## config.mk

```make
export PLATFORM = sky130hd
export DESIGN_NAME = pipe_ctrl
export DESIGN_NICKNAME = d
export VERILOG_FILES = /design/src/rtl/pipe_ctrl.sv
export SDC_FILE = /design/constraint.sdc
export NUM_CORES = 1
export LEC_CHECK = 0
export CAP_MARGIN = 40
export CORE_UTILIZATION = 22
export CTS_BUF_LIST = sky130_fd_sc_hd__clkbuf_8
export DETAILED_ROUTE_END_ITERATION = 8
export GPL_TIMING_DRIVEN = 0
export PLACE_DENSITY = 0.89
export SLEW_MARGIN = 20
export SYNTH_ARGS = -nofsm -noshare
export SYNTH_HDL_FRONTEND = slang
export SYNTH_SLANG_ARGS = --single-unit
```

## constraint.sdc

```tcl
create_clock -name clk -period 1.2 [get_ports clk]
set_input_delay 0.24 -clock clk [delete_from_list [all_inputs] [get_ports clk]]
set_output_delay 0.24 -clock clk [all_outputs]
set_load 0.01 [all_outputs]
```

## src/rtl/pipe_ctrl.sv

```systemverilog
`default_nettype none
// ============================================================================
//  Module   : pipe_ctrl
//  Purpose  : Pipeline hold/flush controller. Merges stall and redirect
//             requests into one nested hold code, forwards jump redirects,
//             stretches the IF/ID squash after a jump and sequences the
//             debug drain/halt/resume handshake.
//  Options  : PIPE_CTRL_PERF_EN - enables the stall-cycle counter.
//  Revision : 1.0 - initial release
// ============================================================================
module pipe_ctrl #(
  parameter int unsigned FLUSH_EXT = 1
) (
  input  logic        clk,
  input  logic        rst,
  input  logic        jump_flag_i,
  input  logic [31:0] jump_addr_i,
  input  logic        hold_flag_ex_i,
  input  logic        hold_flag_rib_i,
  input  logic        hold_flag_clint_i,
  input  logic        jtag_halt_req_i,
  input  logic        perf_clr_i,
  output logic [2:0]  hold_flag_o,
  output logic        jump_flag_o,
  output logic [31:0] jump_addr_o,
  output logic        jtag_halted_o,
  output logic [31:0] stall_cycles_o
);

  localparam logic [2:0] C_HOLD_NONE = 3'b000;
  localparam logic [2:0] C_HOLD_PC   = 3'b001;
  localparam logic [2:0] C_HOLD_IFID = 3'b010;
  localparam logic [2:0] C_HOLD_ALL  = 3'b011;
  localparam logic [2:0] C_FLUSH_LD  = 3'(FLUSH_EXT);

  typedef enum logic [1:0] {
    ST_RUN    = 2'd0,
    ST_DRAIN  = 2'd1,
    ST_HALTED = 2'd2
  } state_t;

  state_t     state_q, state_d;
  logic [2:0] flush_q, flush_d;
  logic       quiet;
  logic [2:0] hold_code;

  // Pipeline is quiet when no source is requesting a hold and no squash is pending.
  assign quiet = !jump_flag_i && !hold_flag_ex_i && !hold_flag_rib_i &&
                 !hold_flag_clint_i && (flush_q == 3'd0);

  // State and flush-counter registers.
  always_ff @(posedge clk) begin
    if (rst) begin
      state_q <= ST_RUN;
      flush_q <= 3'd0;
    end else begin
      state_q <= state_d;
      flush_q <= flush_d;
    end
  end

  // Next-state logic for the debug handshake and the post-jump flush counter.
  always_comb begin
    state_d = state_q;
    flush_d = flush_q;
    if (jump_flag_i) begin
      flush_d = C_FLUSH_LD;
    end else if (flush_q != 3'd0) begin
      flush_d = flush_q - 3'd1;
    end
    case (state_q)
      ST_RUN: begin
        if (jtag_halt_req_i) state_d = ST_DRAIN;
      end
      ST_DRAIN: begin
        if (!jtag_halt_req_i) state_d = ST_RUN;
        else if (quiet)       state_d = ST_HALTED;
      end
      ST_HALTED: begin
        if (!jtag_halt_req_i) state_d = ST_RUN;
      end
      default: state_d = ST_RUN;
    endcase
  end

  // Hold code is the largest active contribution; codes are nested supersets.
  always_comb begin
    hold_code = C_HOLD_NONE;
    if (hold_flag_rib_i || (state_q == ST_DRAIN)) hold_code = C_HOLD_PC;
    if (flush_q != 3'd0)                          hold_code = C_HOLD_IFID;
    if (jump_flag_i || hold_flag_ex_i || hold_flag_clint_i || (state_q == ST_HALTED))
      hold_code = C_HOLD_ALL;
    if (rst) hold_code = C_HOLD_NONE;
  end

  assign hold_flag_o   = hold_code;
  assign jump_flag_o   = jump_flag_i && !rst;
  assign jump_addr_o   = (jump_flag_i && !rst) ? jump_addr_i : 32'h0;
  assign jtag_halted_o = (state_q == ST_HALTED) && !rst;

`ifdef PIPE_CTRL_PERF_EN
  logic [31:0] stall_q;

  // Stall-cycle counter; clear wins over increment, halted cycles are not stalls.
  always_ff @(posedge clk) begin
    if (rst || perf_clr_i) begin
      stall_q <= 32'h0;
    end else if ((hold_code != C_HOLD_NONE) && (state_q != ST_HALTED)) begin
      stall_q <= stall_q + 32'd1;
    end
  end

  assign stall_cycles_o = rst ? 32'h0 : stall_q;
`else
  logic unused_perf_clr;
  assign unused_perf_clr = perf_clr_i;
  assign stall_cycles_o  = 32'h0;
`endif

endmodule
`default_nettype wire

```

==> results of run 1 <==
-- cells in the mapped netlist, types with 2 or more instances --
cell / number
sky130_fd_sc_hd__buf_4: 35
sky130_fd_sc_hd__and2_1: 33
sky130_fd_sc_hd__dfxtp_1: 5
sky130_fd_sc_hd__a21oi_1: 3
sky130_fd_sc_hd__nor2_1: 3
sky130_fd_sc_hd__nor3_1: 3
sky130_fd_sc_hd__buf_2: 2
sky130_fd_sc_hd__ha_1: 2
sky130_fd_sc_hd__inv_1: 2
sky130_fd_sc_hd__nand2b_1: 2
-- registers in the layout, summed over array words and instances (netlist names) --
signal,count
flush_q,3
state_q,2
-- per-stage QoR --
stage | instance area [µm²] | cells | total power, W | hold slack, ps
floorplan | 908 | 134 | 0.000486 | 316
finish | 2090 | 275 | 0.00124 | 332
detailed placement | 1700 | 253 | 0.000728 | 465
CTS | 1950 | 275 | 0.00117 | 270
global placement | 1700 | 253 | 0.000714 | 461
global route | 2090 | 275 | 0.00130 | 338
-- worst max path at each step --
stage,endpoint,depth (start not counted)
2_1_floorplan,hold_flag_o[0],5
3_3_place_gp,jump_addr_o[8],6
3_5_place_dp,jump_addr_o[14],6
4_1_cts,hold_flag_o[0],6
5_1_grt,hold_flag_o[0],6
6_report,hold_flag_o[0],6
-- per-layer routing --
layer	part of all wire, %	wire (µm)	vias up	GRT usage, %
met2	59	1640	66	30.4
met4	0.83	23	0	2.92
li1	-	-	505	-
met3	9.7	269	4	2.31
met1	31	851	449	12.3
met5	0	0	-	0
-- where the power goes --
group / internal (W) / switching, W / total, W
clock: 0.000220 / 0.0000865 / 0.000306
sequential: 0.000181 / 0.00000853 / 0.000190
combinational: 0.000473 / 0.000268 / 0.000741
total: 0.000874 / 0.000363 / 0.00124
-- worst max-delay path, delay by kind of cell (launching register included) --
family                   cells  cell delay (ps)
AO/OA/AOI/OAI                2              240
buffers and inverters        2              230
adder cells (fa/ha/maj)      1              130
AND/OR/NAND/NOR              1              180
flip-flops                   1              310
-- layout make-up --
cell class | count | share of cell area (%)
flip-flops and latches | 5 | 4.96
inverters | 3 | 0.777
well taps | 46 | 2.75
clock buffers | 3 | 1.97
plain buffers | 35 | 13.5
repair buffers | 93 | 44.7
multi-input cells | 89 | 31.1
clock inverters | 1 | 0.179
-- logic make-up after synthesis --
logic type | count (synthesis) | synth area share (%)
muxes | 1 | 1.30
adders and majority gates | 2 | 3.24
and+or+nand+nor | 46 | 38.2
xor gates and xnor gates | 1 | 1.13
AOI/OAI and AO/OA | 6 | 5.83
buffers and inverters | 40 | 36.8
other | 1 | 0.486
DFF | 5 | 13.0
-- timing repair --
item,CTS,global route
resized for setup,209,37
endpoints found under the setup margin,38,37
hold endpoints to repair,0,0
gates cloned,1,0
pin swaps,32,9
setup buffers,17,3
==> impl_table.tex, run 1 <==
\begin{tabular}{lr}
\hline
Metric & Value \\
\hline
\multicolumn{2}{l}{\textbf{Outcome}} \\
Result of the run & finished, violations left \\
Violated checks & setup timing \\
\multicolumn{2}{l}{\textbf{Logic synthesis}} \\
Post-synth EDFFs & 0 \\
Number of register bits inferred by synthesis & 5 \\
Count of distinct cell types in the synthesized netlist & 22 \\
Post-synth top area cell & sky130\_fd\_sc\_hd\_\_buf\_4 \\
Most used flip-flop cell after synthesis & sky130\_fd\_sc\_hd\_\_dfxtp\_1 \\
Proportion of synthesized chip area in sequential cells & 13.0\% \\
Yosys top cell area share & 34.0\% \\
Average size of a mapped cell & 7.57 µm² \\
Top post-synthesis cells by area & sky130\_fd\_sc\_hd\_\_buf\_4, sky130\_fd\_sc\_hd\_\_and2\_1, sky130\_fd\_sc\_hd\_\_dfxtp\_1, sky130\_fd\_sc\_hd\_\_ha\_1, sky130\_fd\_sc\_hd\_\_a21oi\_1 \\
Number of warnings printed during yosys synthesis & 0 \\
Mapped Area & 772 µm² \\
Synth Instances & 102 \\
Share of flip-flops with an asynchronous set or reset & 0\% \\
\multicolumn{2}{l}{\textbf{Floorplan}} \\
Die area & 3750 µm² \\
Boundary Pins & 109 \\
Vert. Die Dim & 61.2 µm \\
Row count & 21 \\
Starting density of the core & 23.1\% \\
Core ar. & 3340 µm² \\
Die width & 61.2 µm \\
\multicolumn{2}{l}{\textbf{Flow run}} \\
\# Max-Cap Violations & 0 \\
\multicolumn{2}{l}{\textbf{Detailed routing}} \\
Via-to-Cell Ratio & 3.72 \\
Count of routing violations after the opening detailed-route iteration & 4 \\
Post-route antenna net violation count & 0 \\
Drt wl/cell & 10.1 µm \\
Residual DRC count & 0 \\
Total vias in the final route & 1024 \\
Total Wirelength & 2790 µm \\
Number of search-and-repair iterations in the first detailed-routing pass & 4 \\
\multicolumn{2}{l}{\textbf{Min path}} \\
Hold/Removal Path Class & in -> reg \\
HP Start & jump\_flag\_i \\
Hold path endpoint & flush\_q[1]\$\_SDFFE\_PP0P\_ \\
Worst Hold Path Cells & 3 \\
\multicolumn{2}{l}{\textbf{Setup path}} \\
R2R Setup Slk & -210 ps \\
Required time worst endpoint & 960 ps \\
Worst path slowest cell & sky130\_fd\_sc\_hd\_\_dfxtp\_2 \\
Critical R2R Capture & state\_q[1]\$\_SDFFE\_PP0P\_ \\
Path depth of the worst reg2reg path & 7 \\
Startpoint of the worst register-to-register path & flush\_q[0]\$\_SDFFE\_PP0P\_ \\
Worst setup SP type & flop \\
Cell breakdown of the critical path & inv\_2 > ha\_4 > nor2b\_4 > o21ai\_2 > a21oi\_2 > buf\_2 \\
Data arrival time at the worst-slack endpoint & 1310 ps \\
CP startpoint & flush\_q[0]\$\_SDFFE\_PP0P\_ \\
Endpoint kind of the worst setup timing path & output pin \\
Stage delay of the slowest cell on the critical path & 310 ps \\
Crit-path max FO & 3 \\
Type of the setup path with the least slack & reg -> out \\
\multicolumn{2}{l}{\textbf{Clock network}} \\
Number of hold-repair buffers added at the cts stage & 0 \\
CTS root buffer & sky130\_fd\_sc\_hd\_\_clkbuf\_8 \\
Sinks on Clock Net & 5 \\
H-tree lvl count & 1 \\
Number of CTS-inserted buffers & 3 \\
Number of buffers on the longest clock path & 2 \\
Clock edge transition at the registers on the reported setup and hold paths & 40 ps \\
Clk Latency, worst-skew pair & 220 ps \\
CTS tree & yes \\
\multicolumn{2}{l}{\textbf{GRT}} \\
First-pass GRT wire length & 3840 µm \\
Aggregate global-route resource usage & 13.7\% \\
Initial antenna violation count & 0 \\
Vias in the first global route & 939 \\
Overall overflow remaining after global route & 0 \\
Maximum number of pins on one net before global-route repair & 8 \\
\multicolumn{2}{l}{\textbf{Timing}} \\
Max Transition Viols Final & 0 \\
Worst clock skew on the final layout & 2.73 ps \\
Maximum frequency from static timing analysis & 0.643 GHz \\
Period Utilization, post-route & 130\% \\
Final setup margin & -354 ps \\
Hold Violations, Final & 0 \\
Number of setup violations in the final report & 28 \\
Accumulated negative setup slack & -1720 ps \\
Unrepaired setup endpoints after global routing & yes \\
Clock period minus final worst setup slack & 1550 ps \\
\multicolumn{2}{l}{\textbf{Cells and area}} \\
Area delta synth->final & 171\% \\
Layout cell share with drive strength beyond 1 & 62.4\% \\
Antenna fix cells & 0 \\
Most used cells in the layout excluding fill and tap cells & sky130\_fd\_sc\_hd\_\_buf\_4, sky130\_fd\_sc\_hd\_\_buf\_6, sky130\_fd\_sc\_hd\_\_clkdlybuf4s50\_1, sky130\_fd\_sc\_hd\_\_conb\_1, sky130\_fd\_sc\_hd\_\_and2\_4 \\
Filler Cell Count & 297 \\
Final layout net count & 272 \\
Area of combinational cells with multiple inputs & 652 µm² \\
Final core occ & 62.8\% \\
Total area of sequential cells & 104 µm² \\
\multicolumn{2}{l}{\textbf{Pwr}} \\
Pwr per Cell Area & 591 nW/µm² \\
Peak VDD IR & 0.512 mV \\
Leakage power figure & 1.08 nW \\
\multicolumn{2}{l}{\textbf{Placed design}} \\
HPWL reported at the end of detailed placement & 1960 µm \\
Routability cong. & 0.736 \\
Number of buffers added on ports & 73 \\
Setup slack after placement & -1020 ps \\
\hline
\end{tabular}
Note: power is estimated with default switching activity, not from simulation.
==> inputs of run 2 (changes only) <==
--- a/config.mk
+++ b/config.mk
@@ -5,12 +5,14 @@
 export SDC_FILE = /design/constraint.sdc
 export NUM_CORES = 1
 export LEC_CHECK = 0
-export CAP_MARGIN = 40
+export ABC_CLOCK_PERIOD_IN_PS = 1200
+export CAP_MARGIN = 25
 export CORE_UTILIZATION = 22
 export CTS_BUF_LIST = sky130_fd_sc_hd__clkbuf_8
 export DETAILED_ROUTE_END_ITERATION = 8
 export GPL_TIMING_DRIVEN = 0
 export PLACE_DENSITY = 0.89
+export SKIP_CTS_REPAIR_TIMING = 1
 export SLEW_MARGIN = 20
 export SYNTH_ARGS = -nofsm -noshare
 export SYNTH_HDL_FRONTEND = slang
==> impl_table.tex, run 2 (synthesis results as in run 1) <==
\begin{tabular}{lr}
\hline
Metric & Value \\
\hline
\multicolumn{2}{l}{\textbf{Outcome}} \\
Result of the run & finished, violations left (unchanged) \\
Violated checks & setup timing (unchanged) \\
\multicolumn{2}{l}{\textbf{Pwr}} \\
Switch share & 29.0\% (was 29.4\%) \\
Logic pwr share & 57.4\% (was 59.9\%) \\
Leakage power figure & 1.07 nW (was 1.08 nW) \\
Pwr per Cell Area & 585 nW/µm² (was 591 nW/µm²) \\
Sequential share of power & 16.4\% (was 15.3\%) \\
Peak VDD IR & 0.483 mV (was 0.512 mV) \\
Switching power & 0.000334 W (was 0.000363 W) \\
Power Internal & 0.000820 W (was 0.000874 W) \\
Clock network fraction of design power & 26.2\% (was 24.8\%) \\
\multicolumn{2}{l}{\textbf{Setup path}} \\
Crit-path max FO & 5 (was 3) \\
Worst setup SP type & flop (unchanged) \\
Stage delay of the slowest cell on the critical path & 320 ps (was 310 ps) \\
R2R Setup Slk & -180 ps (was -210 ps) \\
Worst path buffer plus inverter count & 2 (unchanged) \\
Type of the setup path with the least slack & reg -> out (unchanged) \\
Worst path slowest cell & sky130\_fd\_sc\_hd\_\_dfxtp\_2 (unchanged) \\
Endpoint kind of the worst setup timing path & output pin (unchanged) \\
Data arrival time at the worst-slack endpoint & 1360 ps (was 1310 ps) \\
Required time worst endpoint & 960 ps (about the same) \\
Cell breakdown of the critical path & inv\_4 > ha\_4 > nor2b\_4 > o21ai\_2 > a21oi\_2 > buf\_2 (was inv\_2 > ha\_4 > nor2b\_4 > o21ai\_2 > a21oi\_2 > buf\_2) \\
Family with the most delay on the worst path & flip-flops (unchanged) \\
\multicolumn{2}{l}{\textbf{Detailed routing}} \\
Drt wl/cell & 9.79 µm (was 10.1 µm) \\
Total vias in the final route & 989 (was 1024) \\
Post-route antenna net violation count & 0 (unchanged) \\
Total Wirelength & 2660 µm (was 2790 µm) \\
Count of routing violations after the opening detailed-route iteration & 10 (was 4) \\
Residual DRC count & 0 (unchanged) \\
Number of search-and-repair iterations in the first detailed-routing pass & 4 (unchanged) \\
Via-to-Cell Ratio & 3.64 (was 3.72) \\
\multicolumn{2}{l}{\textbf{Floorplan}} \\
Die width & 61.2 µm (unchanged) \\
Die area & 3750 µm² (unchanged) \\
Boundary Pins & 109 (unchanged) \\
Vert. Die Dim & 61.2 µm (unchanged) \\
Row count & 21 (unchanged) \\
Core ar. & 3340 µm² (unchanged) \\
Starting density of the core & 23.1\% (unchanged) \\
\multicolumn{2}{l}{\textbf{Flow run}} \\
\# Max-Cap Violations & 0 (unchanged) \\
\multicolumn{2}{l}{\textbf{Cells and area}} \\
Layout cell share with drive strength beyond 1 & 57.1\% (was 62.4\%) \\
Filler Cell Count & 314 (was 297) \\
Area of combinational cells with multiple inputs & 607 µm² (was 652 µm²) \\
Flip-flop count of the largest register, all copies and words added & 3 (unchanged) \\
Total area of sequential cells & 103 µm² (was 104 µm²) \\
Antenna fix cells & 0 (unchanged) \\
Final layout net count & 269 (was 272) \\
Final Cell Area & 1970 µm² (was 2090 µm²) \\
Most common library cell in the layout ignoring fill and taps & sky130\_fd\_sc\_hd\_\_buf\_4 \\
Largest registers & flush\_q (3), state\_q (2) (unchanged) \\
Area delta synth->final & 156\% (was 171\%) \\
Largest register by flop count & flush\_q (unchanged) \\
Most used cells in the layout excluding fill and tap cells & sky130\_fd\_sc\_hd\_\_buf\_4, sky130\_fd\_sc\_hd\_\_clkdlybuf4s50\_1, sky130\_fd\_sc\_hd\_\_conb\_1, sky130\_fd\_sc\_hd\_\_buf\_6, sky130\_fd\_sc\_hd\_\_and2\_4 (was sky130\_fd\_sc\_hd\_\_buf\_4, sky130\_fd\_sc\_hd\_\_buf\_6, sky130\_fd\_sc\_hd\_\_clkdlybuf4s50\_1, sky130\_fd\_sc\_hd\_\_conb\_1, sky130\_fd\_sc\_hd\_\_and2\_4) \\
\multicolumn{2}{l}{\textbf{Clock network}} \\
Number of buffers on the longest clock path & 2 (unchanged) \\
Clock edge transition at the registers on the reported setup and hold paths & 30 ps (was 40 ps) \\
Clk Latency, worst-skew pair & 220 ps (about the same) \\
CTS root buffer & sky130\_fd\_sc\_hd\_\_clkbuf\_8 (unchanged) \\
Sinks on Clock Net & 5 (unchanged) \\
CTS tree & yes (unchanged) \\
Number of CTS-inserted buffers & 3 (unchanged) \\
H-tree lvl count & 1 (unchanged) \\
\multicolumn{2}{l}{\textbf{Min path}} \\
Hold/Removal Path Class & in -> reg (unchanged) \\
\multicolumn{2}{l}{\textbf{GRT}} \\
Aggregate global-route resource usage & 11.3\% (was 13.7\%) \\
Initial antenna violation count & 0 (unchanged) \\
Overall overflow remaining after global route & 0 (unchanged) \\
Maximum number of pins on one net before global-route repair & 11 (was 8) \\
First-pass GRT wire length & 3210 µm (was 3840 µm) \\
Vias in the first global route & 790 (was 939) \\
\multicolumn{2}{l}{\textbf{Timing}} \\
Number of setup violations in the final report & 28 (unchanged) \\
Hold Violations, Final & 0 (unchanged) \\
Final setup margin & -402 ps (was -354 ps) \\
Period Utilization, post-route & 133\% (was 130\%) \\
Clock period minus final worst setup slack & 1600 ps (was 1550 ps) \\
Unrepaired setup endpoints after global routing & yes (unchanged) \\
Max Transition Viols Final & 0 (unchanged) \\
Worst clock skew on the final layout & 2.72 ps (was 2.73 ps) \\
Maximum frequency from static timing analysis & 0.624 GHz (was 0.643 GHz) \\
\multicolumn{2}{l}{\textbf{Placed design}} \\
Routability cong. & 0.736 (unchanged) \\
HPWL reported at the end of detailed placement & 1960 µm (unchanged) \\
Post-place instance area & 1700 µm² (unchanged) \\
Setup slack after placement & -1020 ps (unchanged) \\
Number of buffers added on ports & 73 (unchanged) \\
\hline
\end{tabular}
## run 2: cell count changes in the layout (fill, tap and decap cells not counted), sizes merged
cell	previous run	this run
dlymetal6s2s	0	2
buf	92	84
clkdlybuf4s50	35	36
dlygate4sd2	1	0
clkbuf	3	6
## run 2: layout make-up
| class | count | area share (%) |
|---|---|---|
| timing repair buffer | 88 | 42.7 |
| multi-input combinational | 89 | 30.8 |
| buffer | 37 | 15.3 |
| sequential | 5 | 5.20 |
| tap | 46 | 2.92 |
| clock buffer | 3 | 2.09 |
| inverter | 3 | 0.824 |
| clock inverter | 1 | 0.190 |
## run 2: routing by layer
metal / global-route usage, % / wire length (µm)
met1: 11.4 / 907
met2: 23.4 / 1490
met3: 1.89 / 242
met4: 2.92 / 27
met5: 0 / 0
## run 2: power groups by stage
stage          Sequential, W  Combinational, W  Clock [W]
2_1_floorplan       0.000188          0.000298          0
3_3_place_gp        0.000189          0.000525          0
3_5_place_dp        0.000189          0.000538          0
4_1_cts             0.000187          0.000540   0.000306
5_1_grt             0.000191          0.000713   0.000316
6_report            0.000189          0.000662   0.000302
## run 2: path summary, 6_finish.rpt
| path | end | cells after the start | from |
|---|---|---|---|
| worst min register to register | state_q[0]$_SDFFE_PP0P_ | 1 | state_q[1]$_SDFFE_PP0P_ |
| worst max-delay path | hold_flag_o[0] | 6 | flush_q[1]$_SDFFE_PP0P_ |
| worst min-delay path | flush_q[1]$_SDFFE_PP0P_ | 2 | rst |
| worst max register to register | state_q[1]$_SDFFE_PP0P_ | 6 | flush_q[1]$_SDFFE_PP0P_ |
## run 2: stage by stage
step | power [W] | std cells | setup TNS [ps] | utilization, % | hold slack, ps
2_1_floorplan | 0.000486 | 134 | 0 | - | 316
3_3_place_gp | 0.000714 | 253 | -33970 | 50.8 | 461
3_5_place_dp | 0.000728 | 253 | -33930 | 50.8 | 465
4_1_cts | 0.00103 | 257 | -33990 | 52.2 | 272
5_1_grt | 0.00122 | 272 | -2800 | 59.1 | 202
6_report | 0.00115 | 272 | -1830 | 59.1 | 203
